===== src/rtl/ad_rr_dispatch_ctrl.sv =====
`default_nettype none
// ============================================================================
// Module      : ad_rr_dispatch_ctrl
// Description : Round-robin dispatch controller between the per-switch frame
//               FIFOs and the switch bus of the address decoder. It picks one
//               non-empty FIFO, pops its head frame, runs a single switch
//               transaction and reports completion or a timeout.
// Ports       : clk, rst_n         - clock / synchronous active-low reset
//               enable_in          - allows new grants
//               empty_in, frame_in - FIFO empty flags and FWFT head frames
//               ack_in, rd_data_in - per-switch ack and shared read data
//               fifo_rd_en         - one-hot pop pulse (ISSUE cycle only)
//               sel_en_out, addr_out, wr_data_out, wr_rd_s_out - switch bus
//               busy_out           - controller not idle
//               done_valid, done_op_id, rd_data_out, timeout_err - completion
// Revision    : 1.0 - initial release
// ============================================================================
module ad_rr_dispatch_ctrl #(
    parameter int NUM_SW_INST    = 5,
    parameter int W_WIDTH        = 8,
    parameter int FRAME_WIDTH    = 32,
    parameter int TIMEOUT_CYCLES = 16
) (
    input  logic                               clk,
    input  logic                               rst_n,
    input  logic                               enable_in,
    input  logic [NUM_SW_INST-1:0]             empty_in,
    input  logic [FRAME_WIDTH*NUM_SW_INST-1:0] frame_in,
    input  logic [NUM_SW_INST-1:0]             ack_in,
    input  logic [W_WIDTH-1:0]                 rd_data_in,
    output logic [NUM_SW_INST-1:0]             fifo_rd_en,
    output logic [NUM_SW_INST-1:0]             sel_en_out,
    output logic [W_WIDTH-1:0]                 addr_out,
    output logic [W_WIDTH-1:0]                 wr_data_out,
    output logic                               wr_rd_s_out,
    output logic                               busy_out,
    output logic                               done_valid,
    output logic [7:0]                         done_op_id,
    output logic [W_WIDTH-1:0]                 rd_data_out,
    output logic                               timeout_err
);

    localparam int c_IDX_W     = (NUM_SW_INST > 1) ? $clog2(NUM_SW_INST) : 1;
    localparam int c_CNT_W     = $clog2(TIMEOUT_CYCLES);
    localparam int c_OP_MSB    = FRAME_WIDTH - 1;
    localparam int c_ADDR_MSB  = FRAME_WIDTH - 9;
    localparam int c_WDATA_MSB = FRAME_WIDTH - 9 - W_WIDTH;

    localparam logic [c_CNT_W-1:0]     c_CNT_LAST = c_CNT_W'(TIMEOUT_CYCLES - 1);
    localparam logic [c_IDX_W:0]       c_NUM      = (c_IDX_W + 1)'(NUM_SW_INST);
    localparam logic [c_IDX_W-1:0]     c_IDX_LAST = c_IDX_W'(NUM_SW_INST - 1);
    localparam logic [NUM_SW_INST-1:0] c_ONE      = NUM_SW_INST'(1);

    typedef enum logic [1:0] {
        S_IDLE  = 2'd0,
        S_ISSUE = 2'd1,
        S_WAIT  = 2'd2,
        S_DONE  = 2'd3
    } state_t;

    state_t             r_state;
    logic [c_IDX_W-1:0] r_rr_ptr;
    logic [c_IDX_W-1:0] r_grant;
    logic [c_CNT_W-1:0] r_cnt;
    logic [7:0]         r_op_id;

    logic [FRAME_WIDTH-1:0] w_frames [NUM_SW_INST];
    logic [FRAME_WIDTH-1:0] w_frame;
    logic [c_IDX_W:0]       w_sum;
    logic [c_IDX_W-1:0]     w_idx;
    logic [c_IDX_W-1:0]     w_grant;
    logic                   w_found;
    logic [NUM_SW_INST-1:0] w_onehot;
    logic [c_IDX_W-1:0]     w_next_ptr;
    logic                   w_ack_hit;
    logic                   w_unused_bits;

    // Split the flat frame bus into one head frame per FIFO.
    generate
        for (genvar gi = 0; gi < NUM_SW_INST; gi++) begin : g_slice
            assign w_frames[gi] = frame_in[gi*FRAME_WIDTH +: FRAME_WIDTH];
        end
    endgenerate

    // Scan from rr_ptr upwards (modulo N) for the first non-empty FIFO.
    always_comb begin
        w_found = 1'b0;
        w_grant = '0;
        w_sum   = '0;
        w_idx   = '0;
        for (int k = 0; k < NUM_SW_INST; k++) begin
            w_sum = {1'b0, r_rr_ptr} + (c_IDX_W + 1)'(k);
            if (w_sum >= c_NUM) begin
                w_sum = w_sum - c_NUM;
            end
            w_idx = w_sum[c_IDX_W-1:0];
            if (!w_found && !empty_in[w_idx]) begin
                w_found = 1'b1;
                w_grant = w_idx;
            end
        end
    end

    always_comb begin
        w_frame = '0;
        for (int i = 0; i < NUM_SW_INST; i++) begin
            if (w_grant == c_IDX_W'(i)) begin
                w_frame = w_frames[i];
            end
        end
    end

    assign w_onehot   = c_ONE << w_grant;
    assign w_next_ptr = (r_grant == c_IDX_LAST) ? '0 : r_grant + c_IDX_W'(1);
    // sel_en_out holds the granted switch one-hot, so it masks foreign acks.
    assign w_ack_hit  = |(ack_in & sel_en_out);
    // Frame bits between wr_data and wr_rd carry no meaning for this block.
    assign w_unused_bits = ^w_frame;

    always_ff @(posedge clk) begin
        if (!rst_n) begin
            r_state     <= S_IDLE;
            r_rr_ptr    <= '0;
            r_grant     <= '0;
            r_cnt       <= '0;
            r_op_id     <= '0;
            fifo_rd_en  <= '0;
            sel_en_out  <= '0;
            addr_out    <= '0;
            wr_data_out <= '0;
            wr_rd_s_out <= 1'b0;
            busy_out    <= 1'b0;
            done_valid  <= 1'b0;
            done_op_id  <= '0;
            rd_data_out <= '0;
            timeout_err <= 1'b0;
        end else begin
            case (r_state)
                S_IDLE: begin
                    if (enable_in && w_found) begin
                        // Outputs for the ISSUE cycle are loaded here so that
                        // they are visible exactly while the FSM is in ISSUE.
                        r_state     <= S_ISSUE;
                        r_grant     <= w_grant;
                        r_op_id     <= w_frame[c_OP_MSB -: 8];
                        fifo_rd_en  <= w_onehot;
                        sel_en_out  <= w_onehot;
                        addr_out    <= w_frame[c_ADDR_MSB -: W_WIDTH];
                        wr_data_out <= w_frame[c_WDATA_MSB -: W_WIDTH];
                        wr_rd_s_out <= w_frame[0];
                        busy_out    <= 1'b1;
                    end
                end

                S_ISSUE: begin
                    fifo_rd_en <= '0;
                    r_cnt      <= '0;
                    r_state    <= S_WAIT;
                end

                S_WAIT: begin
                    if (w_ack_hit || (r_cnt == c_CNT_LAST)) begin
                        // Ack is tested first so it wins on the last cycle.
                        done_valid  <= 1'b1;
                        done_op_id  <= r_op_id;
                        timeout_err <= !w_ack_hit;
                        rd_data_out <= (w_ack_hit && !wr_rd_s_out) ? rd_data_in : '0;
                        sel_en_out  <= '0;
                        addr_out    <= '0;
                        wr_data_out <= '0;
                        wr_rd_s_out <= 1'b0;
                        r_rr_ptr    <= w_next_ptr;
                        r_cnt       <= '0;
                        r_state     <= S_DONE;
                    end else begin
                        r_cnt <= r_cnt + c_CNT_W'(1);
                    end
                end

                S_DONE: begin
                    done_valid  <= 1'b0;
                    done_op_id  <= '0;
                    rd_data_out <= '0;
                    timeout_err <= 1'b0;
                    busy_out    <= 1'b0;
                    r_state     <= S_IDLE;
                end

                default: begin
                    r_state <= S_IDLE;
                end
            endcase
        end
    end

endmodule
`default_nettype wire


===== config.mk =====
export PLATFORM = sky130hd
export DESIGN_NAME = ad_rr_dispatch_ctrl
export DESIGN_NICKNAME = d
export VERILOG_FILES = /design/src/rtl/ad_rr_dispatch_ctrl.sv
export SDC_FILE = /design/constraint.sdc
export NUM_CORES = 1
export LEC_CHECK = 0
export BUFFER_PORTS_ARGS = -buffer_cell sky130_fd_sc_hd__buf_2
export CORE_ASPECT_RATIO = 1.75
export CORE_UTILIZATION = 38
export CTS_CLUSTER_DIAMETER = 60
export DETAILED_ROUTE_END_ITERATION = 7
export PLACE_DENSITY = 0.68
export SYNTH_ARGS = -nofsm -noshare
export SYNTH_HDL_FRONTEND = slang
export SYNTH_SLANG_ARGS = --single-unit

===== constraint.sdc =====
create_clock -name clk -period 5.5 [get_ports clk]
set_input_delay 0.825 -clock clk [delete_from_list [all_inputs] [get_ports clk]]
set_output_delay 0.825 -clock clk [all_outputs]
set_load 0.02 [all_outputs]

==> impl_metrics.tcl, run 1 <==
set metrics [dict create \
    cp_data_required_time_ps 5770 \
    crit_start "r_rr_ptr[1]$_SDFFE_PN0P_" \
    synth_warnings 0 \
    viasPerCell 5.676 \
    drc 0 \
    fmax_ghz 0.1956 \
    crit_buf_inv 2 \
    finalSetupTns_ps 0 \
    wl_met2_mm 8.217 \
    hold_class "flop to flop" \
    setup_viol 0 \
    htreeDepth 3 \
    grt_pass1_vias 4920 \
    finClkSkew_ps 5.802 \
    worstPathCellList "inv_1 > ha_1 > mux2_2 > or2_1 > a31oi_1 > o22a_1 > nand3_1 > or3_1 > a21boi_1 > buf_4 > nor3_2 > and3_1 > a221o_1" \
    overflow 0 \
    hold_path_end "r_op_id[2]$_SDFFE_PN0P_" \
    wirelength_mm 15.48 \
    grt_use_total_pct 22.54 \
    fillers 1242 \
    p_per_area_nw_per_um2 374.4 \
    dieArea_um2 13280 \
    syn2layout_area_growth_pct 26.59 \
    clk_latency_ps 330 \
    ys_seq_area_share_pct 27.15 \
    routedWlPerCell_um 17.49 \
    ys_ff_latch 66 \
    cp_num_cells 13 \
    synth_common_cells "dfxtp_1, nor2b_1, mux2i_1, nand2_1, a211oi_1" \
    clkTransAtPathRegs_ps 60 \
    met1_length_mm 5.926 \
    power_mw 2.306 \
    worst_pin_slew_ps 1258 \
    via_count 5023 \
    min-delay-start "r_op_id[2]$_SDFFE_PN0P_" \
    highest_layer "met4" \
    antenna_found_initial 0 \
    place.gp.congestion 0.9253 \
    rsz0062_at_grt "false" \
    holdPathStages 2 \
    synth_top_area_share_pct 27.15 \
    core_um2 12500 \
    maxSlewHeadroom_pct 15.36 \
    grt_pass1_wl_mm 23.27 \
    syn_area_per_cell_um2 8.896 \
    cts_tree "yes" \
    cts_setup_buffers 0 \
    timing.final.ws_setup_ps 388.2 \
    start_util_pct 38.93 \
    drt-pass1-iter-count 4 \
    critPathArrivalTime_ps 5380 \
    cts-resized-gates 0 \
    numCtsBuffers 9 \
    syn_nets 744 \
    die_y_um 151.7 \
    cts_hold_buf 0 \
    root_buffer "clkbuf_16" \
    hold_viol_final 0 \
    drv_slew 0 \
    reg2reg_to "wr_rd_s_out$_SDFFE_PN0P_" \
    path_delay_family "simple AND/OR/NAND/NOR gates" \
    synth_edf_count 0 \
    synthArstFlopShare_pct 0 \
    status "finished, final reports clean" \
    worst-setup-path-type "flop to flop" \
    post-route-period-util_pct 92.94 \
    num_io_pins 227 \
    route.met3.wl_um 773 \
    rows 54 \
    worst_path_max_delay_cell "dfxtp_1" \
    port_buffers 191 \
    slowest_delay_ps 680 \
    synth_top_area_cell "dfxtp_1" \
    synth_area_um2 4866 \
    synthCells 547 \
    reg2regPathDepth 13 \
    path_max_fanout 20 \
    cp-start-kind "flop" \
    clockBufferDepth 2 \
    rr_startpoint "r_rr_ptr[1]$_SDFFE_PN0P_" \
    grt_start_max_net_pins 44 \
    place_hpwl_mm 12.07 \
    cts.sinks 66 \
    max_cap_viol_count 0 \
    r2r_setup_slack_ps 390 \
    nets 909 \
    period_minus_slack_ps 5112 \
    cp-end-kind "flop" \
    p_leak_nw 2.703 \
    peakVddDrop_mv 0.1632 \
    yosysUniqueCellTypes 79 \
    synth.most_common_cell "dfxtp_1" \
    drtAntennaViolNets 0 \
    synth_flop_cell "dfxtp_1" \
    drive_gt1_share_pct 35.29 \
    fp.dieW_um 87.54 \
    post-place-ws_ps 470.7 \
    synth_area_leaders "dfxtp_1, mux2i_1, nor2b_1" \
    drt-initial-drc-count 160 \
    antennaDiodeCount 0 \
]
==> through the flow <==
step                hold slack (ps)  utilization, %  cells  area, um^2
floorplan                     443.2               -    547        4866
global placement              455.4           46.61    869        5826
detailed placement            468.0           46.61    869        5826
CTS                           478.7           49.28    885        6160
global route                  500.9           49.28    885        6160
finish                        481.8           49.28    885        6160
==> power by group <==
group | internal (mW) | switching, mW | total, mW
sequential | 0.574 | 0.0677 | 0.641
combinational | 0.395 | 0.629 | 1.02
clock | 0.407 | 0.234 | 0.641
==> per-layer routing <==
layer | GRT usage, % | vias to the layer above
met1 | 25.01 | 2392
met3 | 4.225 | 38
met5 | 0 | -
met2 | 40.12 | 172
li1 | - | 2421
met4 | 11.80 | 0
==> registers in the layout, summed over array words and instances (netlist names) <==
register and flops:
done_op_id 8, sel_en_out 5, rd_data_out 8, r_cnt 4
wr_rd_s_out 1, busy_out 1, r_op_id 8, timeout_err 1
r_state 2, r_grant 3, wr_data_out 8, done_valid 1
r_rr_ptr 3, addr_out 8, fifo_rd_en 5
==> layout by cell type, fill, tap and decap left out, types with 8 or more instances in the layout <==
master / Yosys / routed
a22oi_1: 21 / 21
a41oi_1: 8 / 8
inv_1: 27 / 27
and2_0: 16 / 16
nand2_1: 30 / 30
and2_1: 8 / 8
nand4_1: 11 / 11
a21oi_1: 16 / 16
ha_1: 15 / 15
clkbuf_16: 0 / 9
nand3_1: 14 / 14
mux2_2: 14 / 14
mux2i_1: 33 / 33
a221o_1: 18 / 18
a211oi_1: 28 / 28
dfxtp_1: 66 / 66
nor2b_1: 35 / 35
nor2_1: 14 / 14
o211ai_1: 11 / 11
o21ai_2: 9 / 9
a221oi_1: 19 / 19
o21ai_0: 10 / 10
buf_2: 11 / 191
==> worst min-delay path, cell delays in order (launching register included) <==
cell	delay (ps)
dfxtp_1	330
nand2_1	50
o211ai_1	70
==> worst max path at each step <==
| stage | end | slack (ps) |
|---|---|---|
| 2_1_floorplan | addr_out[0]$_SDFFE_PN0P_ | 1450 |
| 4_1_cts | addr_out[0]$_SDFFE_PN0P_ | 440 |
| 3_3_place_gp | wr_rd_s_out$_SDFFE_PN0P_ | 580 |
| 3_5_place_dp | addr_out[0]$_SDFFE_PN0P_ | 470 |
| 6_report | wr_rd_s_out$_SDFFE_PN0P_ | 390 |
| 5_1_grt | wr_data_out[2]$_SDFFE_PN0P_ | 60 |
==> layout make-up <==
type | instances | area (um^2) | share of cell area (%)
well taps | 168 | 210.2 | 3.413
inverters | 27 | 101.3 | 1.645
flip-flops and latches | 66 | 1321 | 21.45
clock buffers | 9 | 225.2 | 3.656
repair buffers | 198 | 1008 | 16.37
multi-input cells | 410 | 3184 | 51.70
clock inverters | 7 | 108.9 | 1.767
==> cell families after synthesis <==
logic type	synth area share (%)
muxes	10.72
adders and majority gates	4.268
AOI/OAI and AO/OA	31.63
and+or+nand+nor	17.72
xor gates and xnor gates	1.080
DFF	27.15
buffers and inverters	7.431
No activity file was read; power rests on OpenSTA's default activity.
==> run 2: changes to the inputs <==
- PLACE_DENSITY: 0.68 -> 0.78
- SLEW_MARGIN: default -> 10
==> run 2 against run 1 <==
Non-clock buffer count is 7 higher. Die area stayed put. Critical path type unchanged. Clock skew is 1.6 ps lower.
==> impl_metrics.tcl, run 2 (synthesis gave the netlist of run 1 again) <==
set metrics [dict create \
    rows 54 \
    cts-resized-gates 0 \
    clockBufferDepth 2 \
    regArea_um2 1321 \
    num_io_pins 227 \
    power_mw 2.228 \
    slowest_delay_ps 580 \
    drc 0 \
    numCtsBuffers 9 \
    antenna_found_initial 2 \
    fmax_ghz 0.2203 \
    p_per_area_nw_per_um2 361.0 \
    layout_common_cells "buf_2, dfxtp_1, nor2b_1" \
    grt_pass1_wl_mm 22.47 \
    cts.sinks 66 \
    dieArea_um2 13280 \
    status "finished, final reports clean" \
    cp_data_required_time_ps 5720 \
    timing.final.ws_setup_ps 960.3 \
    via_count 5029 \
    max_cap_viol_count 0 \
    period_minus_slack_ps 4540 \
    worst_path_max_delay_cell "or4b_1" \
    routedWlPerCell_um 17.04 \
    cp-end-kind "flop" \
    place_hpwl_mm 11.82 \
    drv_slew 0 \
    grt_start_max_net_pins 44 \
    htreeDepth 3 \
    rsz0062_at_grt "false" \
    grt_pass1_vias 4541 \
    cts_tree "yes" \
    core_um2 12500 \
    drive_gt1_share_pct 35.91 \
    worst-setup-path-type "flop to flop" \
    drt-pass1-iter-count 5 \
    finClkSkew_ps 4.191 \
    overflow 0 \
    grt_use_total_pct 22.05 \
    path_max_fanout 21 \
    post-route-period-util_pct 82.54 \
    syn2layout_area_growth_pct 26.87 \
    cts_setup_buffers 0 \
    maxSlewHeadroom_pct 43.67 \
    layout_commonest_cell "buf_2" \
    hold_class "flop to flop" \
    critPathArrivalTime_ps 4760 \
    hold_viol_final 0 \
    die_y_um 151.7 \
    setup_viol 0 \
    viasPerCell 5.632 \
    nets 916 \
    multiInputGateArea_um2 3184 \
    wirelength_mm 15.22 \
    worst_pin_slew_ps 845.0 \
    cts_hold_buf 0 \
    place.gp.congestion 0.8955 \
    p_leak_nw 2.707 \
    fillers 1236 \
    clk_latency_ps 330 \
    root_buffer "clkbuf_16" \
    drtAntennaViolNets 0 \
    port_buffers 191 \
    fp.dieW_um 87.54 \
    peakVddDrop_mv 0.2848 \
    clkTransAtPathRegs_ps 60 \
    finalSetupTns_ps 0 \
    worstPathCellList "inv_1 > buf_4 > ha_1 > inv_1 > fa_1 > or4b_1 > a21oi_1 > a221o_1 > nand4_4 > or3_1 > buf_4 > a21bo_2 > buf_12 > mux2i_1 > a211oi_1 > a221o_1" \
    start_util_pct 38.93 \
    post-place-ws_ps 1012 \
    drt-initial-drc-count 245 \
    cp-start-kind "flop" \
    utilization_pct 49.39 \
]
-- run 2: cell count changes in the layout (fill, tap and decap cells not counted), sizes merged --
| cell | delta |
|---|---|
| bufinv | -2 |
| buf | +7 |
| diode | +1 |
| clkinv | +1 |
| clkbuf | +1 |
| inv | -3 |
| clkinvlp | +3 |
-- run 2: routing by layer --
layer,global-route usage [%],part of all wire (%),up-vias
met1,24.57,38,2382
met4,11.64,3.4,2
met3,4.821,5.8,38
met5,0,0.072,-
li1,-,-,2443
met2,38.55,53,164
-- run 2: final timing paths --
kind,startpoint,endpoint,slack [ps],depth (start not counted)
setup reg to reg,r_rr_ptr[0]$_SDFFE_PN0P_,addr_out[0]$_SDFFE_PN0P_,960,16
hold reg to reg,fifo_rd_en[2]$_SDFFE_PN0P_,fifo_rd_en[2]$_SDFFE_PN0P_,470,2
setup / recovery,r_rr_ptr[0]$_SDFFE_PN0P_,addr_out[0]$_SDFFE_PN0P_,960,16
hold / removal,fifo_rd_en[2]$_SDFFE_PN0P_,fifo_rd_en[2]$_SDFFE_PN0P_,470,2
-- run 2: metrics by stage --
stage                     hold slack, ps  std cells  cell area (um^2)
final                              467.8        893              6173
after global routing               483.1        892              6171
after CTS                          470.5        892              6171
after detailed placement           461.0        876              5891
after global placement             453.9        876              5891
after floorplan                    443.2        547              4866
-- run 2: power by group --
| group | leakage, nW | switching (mW) | total [mW] | internal, mW |
|---|---|---|---|---|
| combinational | 2.04 | 0.634 | 1.05 | 0.413 |
| sequential | 0.537 | 0.0684 | 0.642 | 0.574 |
| clock | 0.131 | 0.222 | 0.539 | 0.317 |
| total | 2.71 | 0.925 | 2.23 | 1.30 |
-- run 2: final cells by class --
class	count	area share, %
Tap cell	168	3.405
Clock inverter	6	0.6688
Inverter	27	1.642
Sequential cell	66	21.40
Clock buffer	10	3.871
Antenna cell	1	0.04054
Timing Repair Buffer	205	17.39
Multi-Input combinational cell	410	51.58
-- run 2: worst max-delay path, delay by kind of cell (launching register included) --
kind            cells  cell delay (ps)
compound gates      5             1290
simple gates        3             1140
buf+inv             5              760
fa+ha+maj           2              660
flops               1              310
mux                 1              250
==> run 3: changes to the inputs <==
- PLACE_DENSITY: 0.78 -> 0.81
- clock period: 5.5 -> 3.7 ns (I/O delays scaled with it)
==> run 3 against run 2 <==
Register-to-register slack worse by 900 ps. Sequential power increased by 51%. Total power increased by 78%. Cell area grew 16%.
==> impl_metrics.tcl, run 3 (synthesis gave the netlist of run 1 again) <==
set metrics [dict create \
    status "finished, final reports clean" \
    hold_viol_final 0 \
    numCtsBuffers 9 \
    grt_pass1_wl_mm 24.99 \
    finClkSkew_ps 7.365 \
    drv_slew 0 \
    hold_class "input pin to flop" \
    htreeDepth 3 \
    cts_tree "yes" \
    r2r_setup_slack_ps 60 \
    fp.dieW_um 87.54 \
    post-route-cell-area_um2 7166 \
    setup_viol 0 \
    core_um2 12500 \
    post-route-period-util_pct 98.47 \
    nets 975 \
    route.met3.wl_mm 1.020 \
    antennaDiodeCount 0 \
    cts.sinks 66 \
    clk_latency_ps 340 \
    layout_commonest_cell "buf_2" \
    cp-start-kind "flop" \
    grt_pass1_vias 5216 \
    via_count 5402 \
    overflow 0 \
    holdWs_ps 442.5 \
    max_cap_viol_count 0 \
    min-delay-start "frame_in[138]" \
    fmax_ghz 0.2745 \
    drc 0 \
    drive_gt1_share_pct 47.38 \
    rows 54 \
    path_delay_family "simple AND/OR/NAND/NOR gates" \
    peakVddDrop_mv 0.3414 \
    worstPathCellList "clkinv_4 > ha_4 > inv_2 > fa_2 > or4b_4 > a21oi_4 > a221o_1 > nand4_4 > or3_4 > a21bo_4 > buf_12 > mux2i_1 > a211oi_1 > a221o_1" \
    worst_pin_slew_ps 744.0 \
    drtAntennaViolNets 0 \
    hold_path_end "wr_data_out[2]$_SDFFE_PN0P_" \
    met1_length_mm 6.137 \
    worst-setup-path-type "flop to flop" \
    num_io_pins 227 \
    routedWlPerCell_um 18.04 \
    holdPathStages 2 \
    layout_common_cells "buf_2, dfxtp_1, buf_4" \
    crit_buf_inv 3 \
    port_buffers 191 \
    cp_data_required_time_ps 3920 \
    start_util_pct 38.93 \
    maxSlewHeadroom_pct 50.40 \
    viasPerCell 5.680 \
    highest_layer "met5" \
    antenna_found_initial 1 \
    p_per_area_nw_per_um2 554.7 \
    die_y_um 151.7 \
    critPathArrivalTime_ps 3870 \
    place_area_um2 6436 \
    power_mw 3.975 \
    clkTransAtPathRegs_ps 60 \
    clockBufferDepth 2 \
    finalSetupTns_ps 0 \
    wl_met2_mm 9.270 \
    dieArea_um2 13280 \
    reg2reg_to "wr_data_out[7]$_SDFFE_PN0P_" \
    syn2layout_area_growth_pct 47.26 \
    rsz0062_at_grt "true" \
    place.gp.congestion 0.9372 \
    cts_hold_buf 0 \
    worst_path_max_delay_cell "or4b_4" \
    root_buffer "clkbuf_16" \
    grt_use_total_pct 24.31 \
    reg2regPathDepth 14 \
    cp-end-kind "flop" \
    wirelength_mm 17.15 \
    period_minus_slack_ps 3643 \
    grt_start_max_net_pins 44 \
    place_hpwl_mm 12.58 \
    fillers 1094 \
    path_common_cell "a221o_1" \
    p_leak_nw 3.120 \
    drt-initial-drc-count 372 \
    slowest_delay_ps 580 \
    drt-pass1-iter-count 5 \
    rr_startpoint "r_rr_ptr[0]$_SDFFE_PN0P_" \
    path_max_fanout 13 \
]
-- run 3: layout make-up --
| class | count | area (um^2) | area share, % |
|---|---|---|---|
| clock inverter | 6 | 95.09 | 1.327 |
| multi-input combinational | 410 | 3518 | 49.10 |
| tap | 168 | 210.2 | 2.933 |
| inverter | 27 | 106.4 | 1.484 |
| clock buffer | 10 | 250.2 | 3.492 |
| sequential | 66 | 1330 | 18.56 |
| timing repair buffer | 264 | 1655 | 23.10 |
-- run 3: where the power goes --
part | internal, mW | total (mW) | switching (mW)
Sequential | 0.852 | 0.967 | 0.115
Combinational | 0.918 | 2.03 | 1.11
Clock | 0.637 | 0.980 | 0.343
-- run 3: through the flow --
| step | cells | util, % | setup WS [ps] |
|---|---|---|---|
| CTS | 940 | 54.37 | 4.113 |
| floorplan | 547 | - | -73.70 |
| global route | 951 | 57.33 | -59.74 |
| global placement | 924 | 51.49 | 25.78 |
| finish | 951 | 57.33 | 56.69 |
| detailed placement | 924 | 51.49 | -12.13 |
-- run 3: how the worst max path moves through the flow --
stage                                       end  cells after the start                      from
CTS                    addr_out[1]$_SDFFE_PN0P_                     15  r_rr_ptr[1]$_SDFFE_PN0P_
detailed placement     addr_out[1]$_SDFFE_PN0P_                     15  r_rr_ptr[1]$_SDFFE_PN0P_
floorplan              wr_rd_s_out$_SDFFE_PN0P_                     18  r_rr_ptr[0]$_SDFFE_PN0P_
global placement       addr_out[1]$_SDFFE_PN0P_                     15  r_rr_ptr[1]$_SDFFE_PN0P_
finish              wr_data_out[7]$_SDFFE_PN0P_                     14  r_rr_ptr[0]$_SDFFE_PN0P_
global route        wr_data_out[3]$_SDFFE_PN0P_                     14  r_rr_ptr[0]$_SDFFE_PN0P_
-- run 3: metal layers --
layer  track usage [%]  vias up
met5                 0        -
met1             26.26     2568
met3             5.146       48
met4             14.67        2
li1                  -     2562
met2             42.73      222
-- run 3: what timing repair did --
action                                 4_1_cts  5_1_grt
gates cloned                                 0        4
pin swaps                                    1        9
buffers inserted                             0        7
endpoints found under the hold margin        0        0
resized for setup                            5       45
setup endpoints to repair                   16       35
